[config.mk]
export PLATFORM = sky130hd
export DESIGN_NAME = pipe_stage_hs
export DESIGN_NICKNAME = d
export VERILOG_FILES = /design/src/rtl/pipe_stage_hs.sv
export SDC_FILE = /design/constraint.sdc
export NUM_CORES = 1
export LEC_CHECK = 0
export BUFFER_PORTS_ARGS = -buffer_cell sky130_fd_sc_hd__buf_2
export CAP_MARGIN = 20
export CORE_MARGIN = 2
export CORE_UTILIZATION = 40
export DETAILED_ROUTE_END_ITERATION = 12
export GPL_ROUTABILITY_DRIVEN = 0
export SYNTH_ARGS = -nofsm -noshare
export SYNTH_HDL_FRONTEND = slang
export SYNTH_SLANG_ARGS = --single-unit
[constraint.sdc]
create_clock -name clk -period 3.3 [get_ports clk]
set_clock_uncertainty 0.1 [all_clocks]
set_input_delay 0.495 -clock clk [delete_from_list [all_inputs] [get_ports clk]]
set_output_delay 0.495 -clock clk [all_outputs]
set_load 0.05 [all_outputs]
[src/rtl/pipe_stage_hs.sv]
`default_nettype none
// ============================================================================
//  Module   : pipe_stage_hs
//  Brief    : Parametrised pipeline stage register with valid/ready handshake,
//             masked flush-to-bubble and an optional 2-entry skid buffer.
//  Revision : 1.0 - initial release
// ============================================================================
module pipe_stage_hs #(
  parameter int unsigned  W          = 64,
  parameter logic [W-1:0] RESET_VAL  = '0,
  parameter logic [W-1:0] FLUSH_MASK = '1,
  parameter int unsigned  SKID       = 1
) (
  input  logic         clk,
  input  logic         rst_n,
  input  logic         flush,
  input  logic         in_valid,
  output logic         in_ready,
  input  logic [W-1:0] in_data,
  output logic         out_valid,
  input  logic         out_ready,
  output logic [W-1:0] out_data,
  output logic [1:0]   occupancy
);

  typedef enum logic [1:0] {
    ST_EMPTY = 2'd0,
    ST_ONE   = 2'd1,
    ST_TWO   = 2'd2
  } state_t;

  localparam bit c_has_skid = (SKID != 0);

  state_t       state_q, state_d;
  logic [W-1:0] main_q, main_d;
  logic [W-1:0] skid_q, skid_d;
  // Held low through reset and for the release cycle so nothing is accepted
  // before the first clean clock edge.
  logic         live_q, live_d;

  logic         w_in_fire;

  // Skid variant decouples in_ready from out_ready; single-entry variant
  // lets a consume in the same cycle make room for a replacement.
  generate
    if (c_has_skid) begin : g_skid_ready
      assign in_ready = live_q & (state_q != ST_TWO) & ~flush;
    end else begin : g_pass_ready
      assign in_ready = live_q & ((state_q == ST_EMPTY) | out_ready) & ~flush;
    end
  endgenerate

  assign w_in_fire = in_valid & in_ready;
  assign out_valid = (state_q != ST_EMPTY);
  assign out_data  = main_q;

  // Occupancy reported straight from the state.
  always_comb begin
    occupancy = 2'd0;
    case (state_q)
      ST_ONE:  occupancy = 2'd1;
      ST_TWO:  occupancy = 2'd2;
      default: occupancy = 2'd0;
    endcase
  end

  // Next-state and payload update; flush overrides every handshake.
  always_comb begin
    state_d = state_q;
    main_d  = main_q;
    skid_d  = skid_q;
    live_d  = 1'b1;
    if (flush) begin
      state_d = ST_EMPTY;
      main_d  = (main_q & ~FLUSH_MASK) | (RESET_VAL & FLUSH_MASK);
      skid_d  = (skid_q & ~FLUSH_MASK) | (RESET_VAL & FLUSH_MASK);
    end else begin
      case (state_q)
        ST_EMPTY: begin
          if (w_in_fire) begin
            state_d = ST_ONE;
            main_d  = in_data;
          end
        end
        ST_ONE: begin
          if (w_in_fire && out_ready) begin
            main_d = in_data;
          end else if (w_in_fire && c_has_skid) begin
            // Downstream stalled: park the newcomer behind the main entry.
            state_d = ST_TWO;
            skid_d  = in_data;
          end else if (out_ready) begin
            state_d = ST_EMPTY;
          end
        end
        ST_TWO: begin
          if (out_ready) begin
            // Skid entry is younger, so it only moves up once main drains.
            state_d = ST_ONE;
            main_d  = skid_q;
          end
        end
        default: state_d = ST_EMPTY;
      endcase
    end
  end

  // State and payload registers with asynchronous reset.
  always_ff @(posedge clk or negedge rst_n) begin
    if (!rst_n) begin
      state_q <= ST_EMPTY;
      main_q  <= RESET_VAL;
      skid_q  <= RESET_VAL;
      live_q  <= 1'b0;
    end else begin
      state_q <= state_d;
      main_q  <= main_d;
      skid_q  <= skid_d;
      live_q  <= live_d;
    end
  end

endmodule
`default_nettype wire
# [After elaboration in Yosys (flattened, before gate mapping)]
# Index checks and enable logic that the tools add are counted.
[totals] wordCells=42 output_inout_bits=68 regBits=131
[op_classes] muxes=16 n_eq_ne=9 reduce_logical=9 n_bitwise=4
[ops] op="$mux W64" n=7
[ops] op="$pmux W64 S3" n=1
[ops] op="$mux W2" n=6
[ops] op="$ne A3 B3 Y1 const B" n=4
[ops] op="$reduce_and A4 Y1" n=2
[ops] op="$pmux W2 S3" n=1
[ops] op="$reduce_bool A2 Y1" n=3
[ops] op="$ne A2 B2 Y1 const B" n=2
[ops] op="$ne A4 B4 Y1 const B" n=1
[ops] op="$pmux W2 S2" n=1
[ops] op="$reduce_bool A4 Y1" n=1
[ops] op="$and A1 B1 Y1" n=3
[ops] op="$reduce_and A3 Y1" n=1
[ops] op="$eq A2 B1 Y1 const B" n=1
[ops] op="$eq A2 B2 Y1 const B" n=1
[ops] op="$logic_not A2 Y1" n=1
[ops] op="$logic_and A1 B1 Y1" n=1
[ops] op="$not A1 Y1" n=1

# [Longest topological paths before layout]
# Gate-level depths: netlist (run 1).
[depth] depth_word=8 ltp_mapped=7

# [Worst setup path after synthesis (run 1)]
# Ideal clock, no wire load.
[synth_path] kind="register to output" start="register state_q[1]" end="output in_ready" stages_incl_launch_ff=6 slack_ps=495 arrival_ps=2210 path_buffers=3 path_cell_list="dfrtp_1 nor2b_1 buf_2 buf_6 buf_4 nor3b_1"
[synth_between] elab_chain_len=3
[synth_rtl] element="start: declaration" line="34" rtl="state_t state_q, state_d;"
[synth_rtl] element="start signal: assignment" line="116" rtl="state_q <= state_d;"
[synth_rtl] element="$ne A2 B2 Y1" line="47" rtl="assign in_ready = live_q & (state_q != ST_TWO) & ~flush;"
[synth_rtl] element="$and A1 B1 Y1 (2 in series)" line="47"
[synth_rtl] element="end: declaration" line="18" rtl="output logic in_ready,"
# No other way between the ends.

# [Final worst setup path (run 1)]
[layout_path] start="register state_q[1]" end="output occupancy[1]"
[layout_between] elab_chain_len=2 elab_cells_between_ends=3
[layout_rtl] element="$eq A2 B2 Y1 or $eq A2 B1 Y1 (tied branches)" line="60" rtl="case (state_q)"
[layout_rtl] element="$pmux W2 S2 (*)" line="60"
[layout_rtl] element="end: declaration" line="23" rtl="output logic [1:0] occupancy"
# Mark *: on every way between the ends. The rest lies on a longest branch, timed or not.

==> results by group, run 1 <==
Place
  • DP Worst Slack: 1.05 ns
  • IO Port Bufs: 136
  • Dpl hpwl: 8590 um

Floorplanning
  • # IOs: 137
  • Die Y: 127 um
  • DIE WIDTH: 127 um
  • Die area: 16100 um2
  • Initial cell density of the core: 0.412
  • CORE AREA: 14600 um2
  • Num rows: 44

Setup path
  • Worst r2r src: state_q[1]
  • WP data required: 2.70 ns
  • Critical Path Sink: occupancy[1]
  • Reg2reg path depth: 5
  • CP Data Arrival Time: 1.61 ns
  • R2R setup slack: 1.20 ns
  • Crit. End Element: primary output
  • R2r endpoint: out_data[15]
  • CP max FO: 10
  • Setup crit start: state_q[1]
  • Startpoint class of the critical path: flop
  • Crit path kind: reg -> out

Final layout
  • Layout Nets: 767
  • Layout cells sized above 1: 0.247
  • Commonest non-fill, non-tap cell in the layout: nand2_1
  • Most frequent cells in the layout: 195 x nand2_1, 134 x buf_2, 131 x dfrtp_1
  • Area growth from synthesis to layout: 21.9%
  • Antenna cell count: 0

GRT
  • Total track usage: 0.181
  • Initial antenna violation count: 1
  • Global-route wire length before repair: 23000 um
  • Largest net degree at the start of global routing: 129
  • Grt total ovfl: 0
  • Vias in the first global route: 4653

Clock tree
  • CTS Buffer Depth: 2
  • TritonCTS clock tree: done
  • Clk_lat worst skew: 0.41 ns
  • # resized after CTS: 0
  • Num CTS Buffers: 17
  • CTS Sinks: 131
  • Clock root buffer: clkbuf_16
  • Number of H-tree levels: 4
  • Clk pin slew, worst setup/hold paths: 0.06 ns
  • CTS Hold Bufs: 1
  • Post CTS Setup Buffer Count: 0

Timing
  • Least-Margin Pin Slew: 0.666 ns
  • Relative slew slack: 0.556
  • Max-slew violations: 0
  • Fmax: 0.453 GHz
  • RSZ-0062 raised after global routing: no
  • Endpoints failing setup: 0
  • Setup TNS Final: 0 ns
  • Fin crit share: 0.669
  • Setup ws final: 1.09 ns
  • Final worst path period need: 2.21 ns
  • Final Hold Viols: 0

Power
  • Leak Pwr: 3.63 nW
  • Pwr/cell area: 572 nW/um2
  • Peak supply drop: 0.314 mV

Route
  • DR iter-0 viols: 355
  • WL per Instance: 15.8 um
  • Post-route ant nets: 0
  • Final WL: 14100 um
  • Post-route DRC: 0
  • DR WL met3: 771 um
  • Routed vias: 4604
  • Metal-1 WL: 6380 um
  • First-pass DRT Iterations: 5
  • Via density: 5.16
  • Met2 routed wirelength: 6760 um
  • Highest routed layer: met5

Synth
  • Synth cell types: 24
  • Largest cells by area after synthesis: dfrtp_1 54%, nand2_1 12%, mux2i_1 11%, nand3b_1 8.0%, o31ai_1 8.0%
  • Post-synthesis sequential area ratio: 0.544
  • Seq cells post-synth: 131
  • Area leader, netlist: dfrtp_1
  • Share of the synthesized area in the top cell type: 0.544
  • Post-Syn Instances: 584
  • Yosys warns: 0
  • Syn_area_per_cell: 10.3 um2
  • Syn nets: 653
  • Synthesized cell area: 6030 um2

Job
  • Max-Cap Viols: 0

Outcome
  • Outcome: complete, no violations

Hold path
  • Worst hold stages: 3
  • Worst Hold Class: in -> reg
[state kept, by name (all words and copies together), names as in the netlist]
register  cells
out_data     64
live_q        1
state_q       2
skid_q       64
[worst max-delay path: stages (launching register included)]
cell	delay (ns)
dfrtp_1	0.45
nor2b_4	0.41
buf_2	0.34
[layout make-up]
type,count,area [um2]
repair buffers,145,797
flip-flops and latches,131,3280
fillers,1384,7290
well taps,184,230
clock inverters,5,75.1
clock buffers,25,495
multi-input cells,403,2480
[cell usage after synthesis]
master     count
clkbuf_1      18
buf_1          2
a2111oi_4      1
buf_4         10
buf_6          6
nand3b_1      64
nor2_1         2
and3b_1        1
a21oi_1        2
nor2b_1        2
and4b_1        1
mux2i_1       64
nand4_1        1
buf_2         13
nand2_1      195
conb_1         1
dfrtp_1      131
nor3b_1        1
o31ai_1       64
and4bb_2       1
or2_2          1
o21bai_1       1
nor4b_1        1
clkbuf_4       1
[per-stage QoR]
stage,area (um2),cells,hold slack [ns],util,total power [mW]
after global placement,6770,862,0.356,0.462,2.40
after CTS,7350,893,0.167,0.502,4.25
after detailed placement,6770,862,0.362,0.462,2.41
final,7350,893,0.184,0.502,4.21
after global routing,7350,893,0.178,0.502,4.37
after floorplan,6030,584,0.0994,-,2.21
[cell families after synthesis]
group           after synthesis  share of synthesized area
simple gates                270                      0.214
other cells                   1                   0.000622
buf+inv                      50                     0.0481
compound gates               68                     0.0871
flops                       131                      0.544
mux                          64                      0.106
[power by group]
group	switching, mW	total [mW]	internal, mW
Sequential	0.0474	1.74	1.69
Combinational	0.474	0.637	0.163
Clock	0.652	1.83	1.18
[layer usage]
layer,vias up,track usage
li1,2231,-
met1,2230,0.226
met2,127,0.297
met3,14,0.0536
met4,2,0.0685
met5,-,0
[worst min-delay path by stage]
stage	start	end
floorplan	rst_n	live_q
global placement	out_data[14]	out_data[14]
detailed placement	out_data[25]	out_data[25]
CTS	in_data[3]	skid_q[3]
global route	in_data[12]	skid_q[12]
finish	in_data[3]	skid_q[3]
(Power assumes the default switching activity.)
==> run 2: changes to the inputs <==
--- a/config.mk
+++ b/config.mk
@@ -5,6 +5,7 @@
 export SDC_FILE = /design/constraint.sdc
 export NUM_CORES = 1
 export LEC_CHECK = 0
+export ABC_AREA = 1
 export BUFFER_PORTS_ARGS = -buffer_cell sky130_fd_sc_hd__buf_2
 export CAP_MARGIN = 20
 export CORE_MARGIN = 2
==> constraint.sdc (replaced) <==
create_clock -name clk -period 1.8 [get_ports clk]
set_clock_uncertainty 0.1 [all_clocks]
set_input_delay 0.27 -clock clk [delete_from_list [all_inputs] [get_ports clk]]
set_output_delay 0.27 -clock clk [all_outputs]
set_load 0.05 [all_outputs]
==> results by group, run 2 <==
Outcome
  • Outcome: complete, no violations

Clock tree
  • CTS Sinks: 131
  • Num CTS Buffers: 17
  • Clk_lat worst skew: 0.42 ns
  • Clk pin slew, worst setup/hold paths: 0.05 ns
  • Number of H-tree levels: 4
  • CTS Buffer Depth: 2
  • TritonCTS clock tree: done
  • Clock root buffer: clkbuf_16

Synth
  • Seq cells post-synth: 131
  • Largest cells by area after synthesis: dfrtp_1 51%, nand2_1 15%, nand3_1 9.3%, a21oi_1 5.0%, inv_1 4.1%
  • Syn_area_per_cell: 7.96 um2
  • Synth Area in Compound Gates: 0.102
  • Area leader, netlist: dfrtp_1
  • Synth Area in Simple Gates: 0.277
  • Ys flop type: dfrtp_1
  • Post-Syn Instances: 802
  • Post-Synth Adder-Cell Area: 0
  • Largest family of logic cells by synthesized area: simple AND/OR/NAND/NOR gates
  • Post-synthesis async set-or-reset flop share: 1.00
  • Synth cell types: 25
  • Syn nets: 871
  • Count leader, synth: nand2_1
  • Synth cell count leaders: 263 x nand2_1, 131 x dfrtp_1, 118 x nand3_1, 69 x inv_1, 64 x a21oi_1
  • XOR/XNOR Fraction of Synth Area: 0.00137
  • Mux share of post-synthesis cell area: 0
  • Post-synthesis sequential area ratio: 0.514
  • Number of flops mapped to enable cells by yosys: 0
  • Share of the synthesized area in the top cell type: 0.514
  • Synthesized cell area: 6380 um2
  • Yosys warns: 0

Route
  • Post-route ant nets: 0
  • First-pass DRT Iterations: 4
  • Final WL: 16700 um
  • DR iter-0 viols: 490
  • Via density: 4.80
  • WL per Instance: 14.2 um
  • Routed vias: 5658
  • Post-route DRC: 0

Power
  • Final Total Pwr: 8.51 mW
  • Peak supply drop: 0.645 mV
  • Pwr/cell area: 1050 nW/um2
  • Switching share of power: 0.334
  • Power share of the combinational group: 0.241
  • Register share of total power: 0.392
  • Net Switching: 2.84 mW
  • Clock share of power: 0.368
  • Internal power: 5.67 mW
  • Leak Pwr: 4.42 nW

Final layout
  • Layout cells sized above 1: 0.228
  • FF+latch area: 3280 um2
  • Layout Nets: 1021
  • Area occupied by multi-input gates: 2450 um2
  • Most frequent cells in the layout: 262 x nand2_1, 132 x buf_2, 130 x dfrtp_1, 118 x nand3_1, 68 x inv_1
  • Area growth from synthesis to layout: 27.5%
  • Fillers: 1571
  • Final Util: 0.518
  • Commonest non-fill, non-tap cell in the layout: nand2_1
  • Antenna cell count: 0
  • Cell Count, Final, Fillers Out: 1178

Floorplanning
  • CORE AREA: 15700 um2
  • Initial cell density of the core: 0.406
  • Die area: 17000 um2
  • # IOs: 137
  • Num rows: 46
  • Die Y: 130 um
  • DIE WIDTH: 130 um

Setup path
  • Critical Path Sink: occupancy[0]
  • CP max FO: 3
  • CP Data Arrival Time: 1.36 ns
  • Worst r2r src: state_q[0]
  • Crit path kind: reg -> out
  • R2R setup slack: 0.11 ns
  • Setup crit start: state_q[1]
  • Startpoint class of the critical path: flop
  • WP data required: 1.43 ns
  • Crit. End Element: primary output
  • R2r endpoint: out_data[46]
  • Reg2reg path depth: 9

Timing
  • RSZ-0062 raised after global routing: no
  • Final worst path period need: 1.73 ns
  • Endpoints failing setup: 0
  • Max-slew violations: 0
  • Final Hold Viols: 0
  • Setup TNS Final: 0 ns
  • Fin crit share: 0.964
  • Fmax: 0.577 GHz

Hold path
  • Worst Hold Class: in -> reg
  • Worst hold stages: 3

GRT
  • Grt total ovfl: 0
  • Largest net degree at the start of global routing: 53
  • Global-route wire length before repair: 27200 um
  • Vias in the first global route: 5335
  • Total track usage: 0.207
  • Initial antenna violation count: 0

Place
  • IO Port Bufs: 136
  • Placed insts: 1118
  • Dpl hpwl: 10700 um

Job
  • Max-Cap Viols: 0
## run 2: layer usage
| metal | track usage | vias to the layer above | share of wire |
|---|---|---|---|
| met4 | 0.0784 | 0 | 0.011 |
| met2 | 0.330 | 131 | 0.48 |
| li1 | - | 2869 | - |
| met3 | 0.0365 | 12 | 0.034 |
| met1 | 0.284 | 2646 | 0.47 |
| met5 | 0 | - | 0 |
## run 2: stage by stage
| step | cell area (um2) | setup WS [ns] | hold slack, ns |
|---|---|---|---|
| 5_1_grt | 8140 | 0.00572 | 0.0182 |
| 2_1_floorplan | 6380 | 0.0540 | -0.126 |
| 6_report | 8140 | 0.0656 | 0.00763 |
| 3_5_place_dp | 7280 | 0.189 | 0.0367 |
| 4_1_cts | 8090 | 0.00507 | 0.000573 |
| 3_3_place_gp | 7280 | 0.182 | 0.0313 |
## run 2: logic make-up (layout without fill, tap and decap cells)
kind of cell	count (synthesis)	in the layout
and+or+nand+nor	404	404
buffers and inverters	135	295
DFF	131	131
AOI/OAI and AO/OA	130	130
other	1	1
xor gates and xnor gates	1	1
## run 2: critical path, cell delays in order, from the launching register on
cell and delay [ns]:
dfrtp_1 0.40, inv_2 0.10, nand2_1 0.09, inv_2 0.09, buf_4 0.12, buf_6 0.14
## run 2: how the worst min path moves through the flow
stage / from / to / slack, ns
3_3_place_gp: rst_n / out_data[11] / 0.03
2_1_floorplan: rst_n / live_q / -0.13
6_report: in_data[7] / skid_q[7] / 0.008
4_1_cts: in_data[42] / skid_q[42] / 0.0006
3_5_place_dp: rst_n / out_data[8] / 0.04
5_1_grt: in_data[10] / skid_q[10] / 0.02
## run 2: layout make-up
type / instances / area share
multi-input cells: 536 / 0.301
clock inverters: 6 / 0.00707
inverters: 72 / 0.0334
well taps: 216 / 0.0332
clock buffers: 23 / 0.0575
flip-flops and latches: 131 / 0.403
repair buffers: 194 / 0.165
## run 2: power groups by stage
stage	registers (mW)	logic (mW)	clock network, mW
detailed placement	3.38	2.01	0
global route	3.36	2.21	3.32
global placement	3.38	1.99	0
floorplan	4.13	0.660	0
finish	3.33	2.05	3.13
CTS	3.33	2.06	3.21
## run 2: repair_timing
| item | CTS | global route |
|---|---|---|
| gates resized for setup | 9 | 4 |
| endpoints found under the setup margin | 3 | 20 |
| buffers inserted | 2 | 6 |
| hold endpoints to repair | 154 | 0 |
| pin swaps | 1 | 2 |
| hold buffers | 24 | 0 |
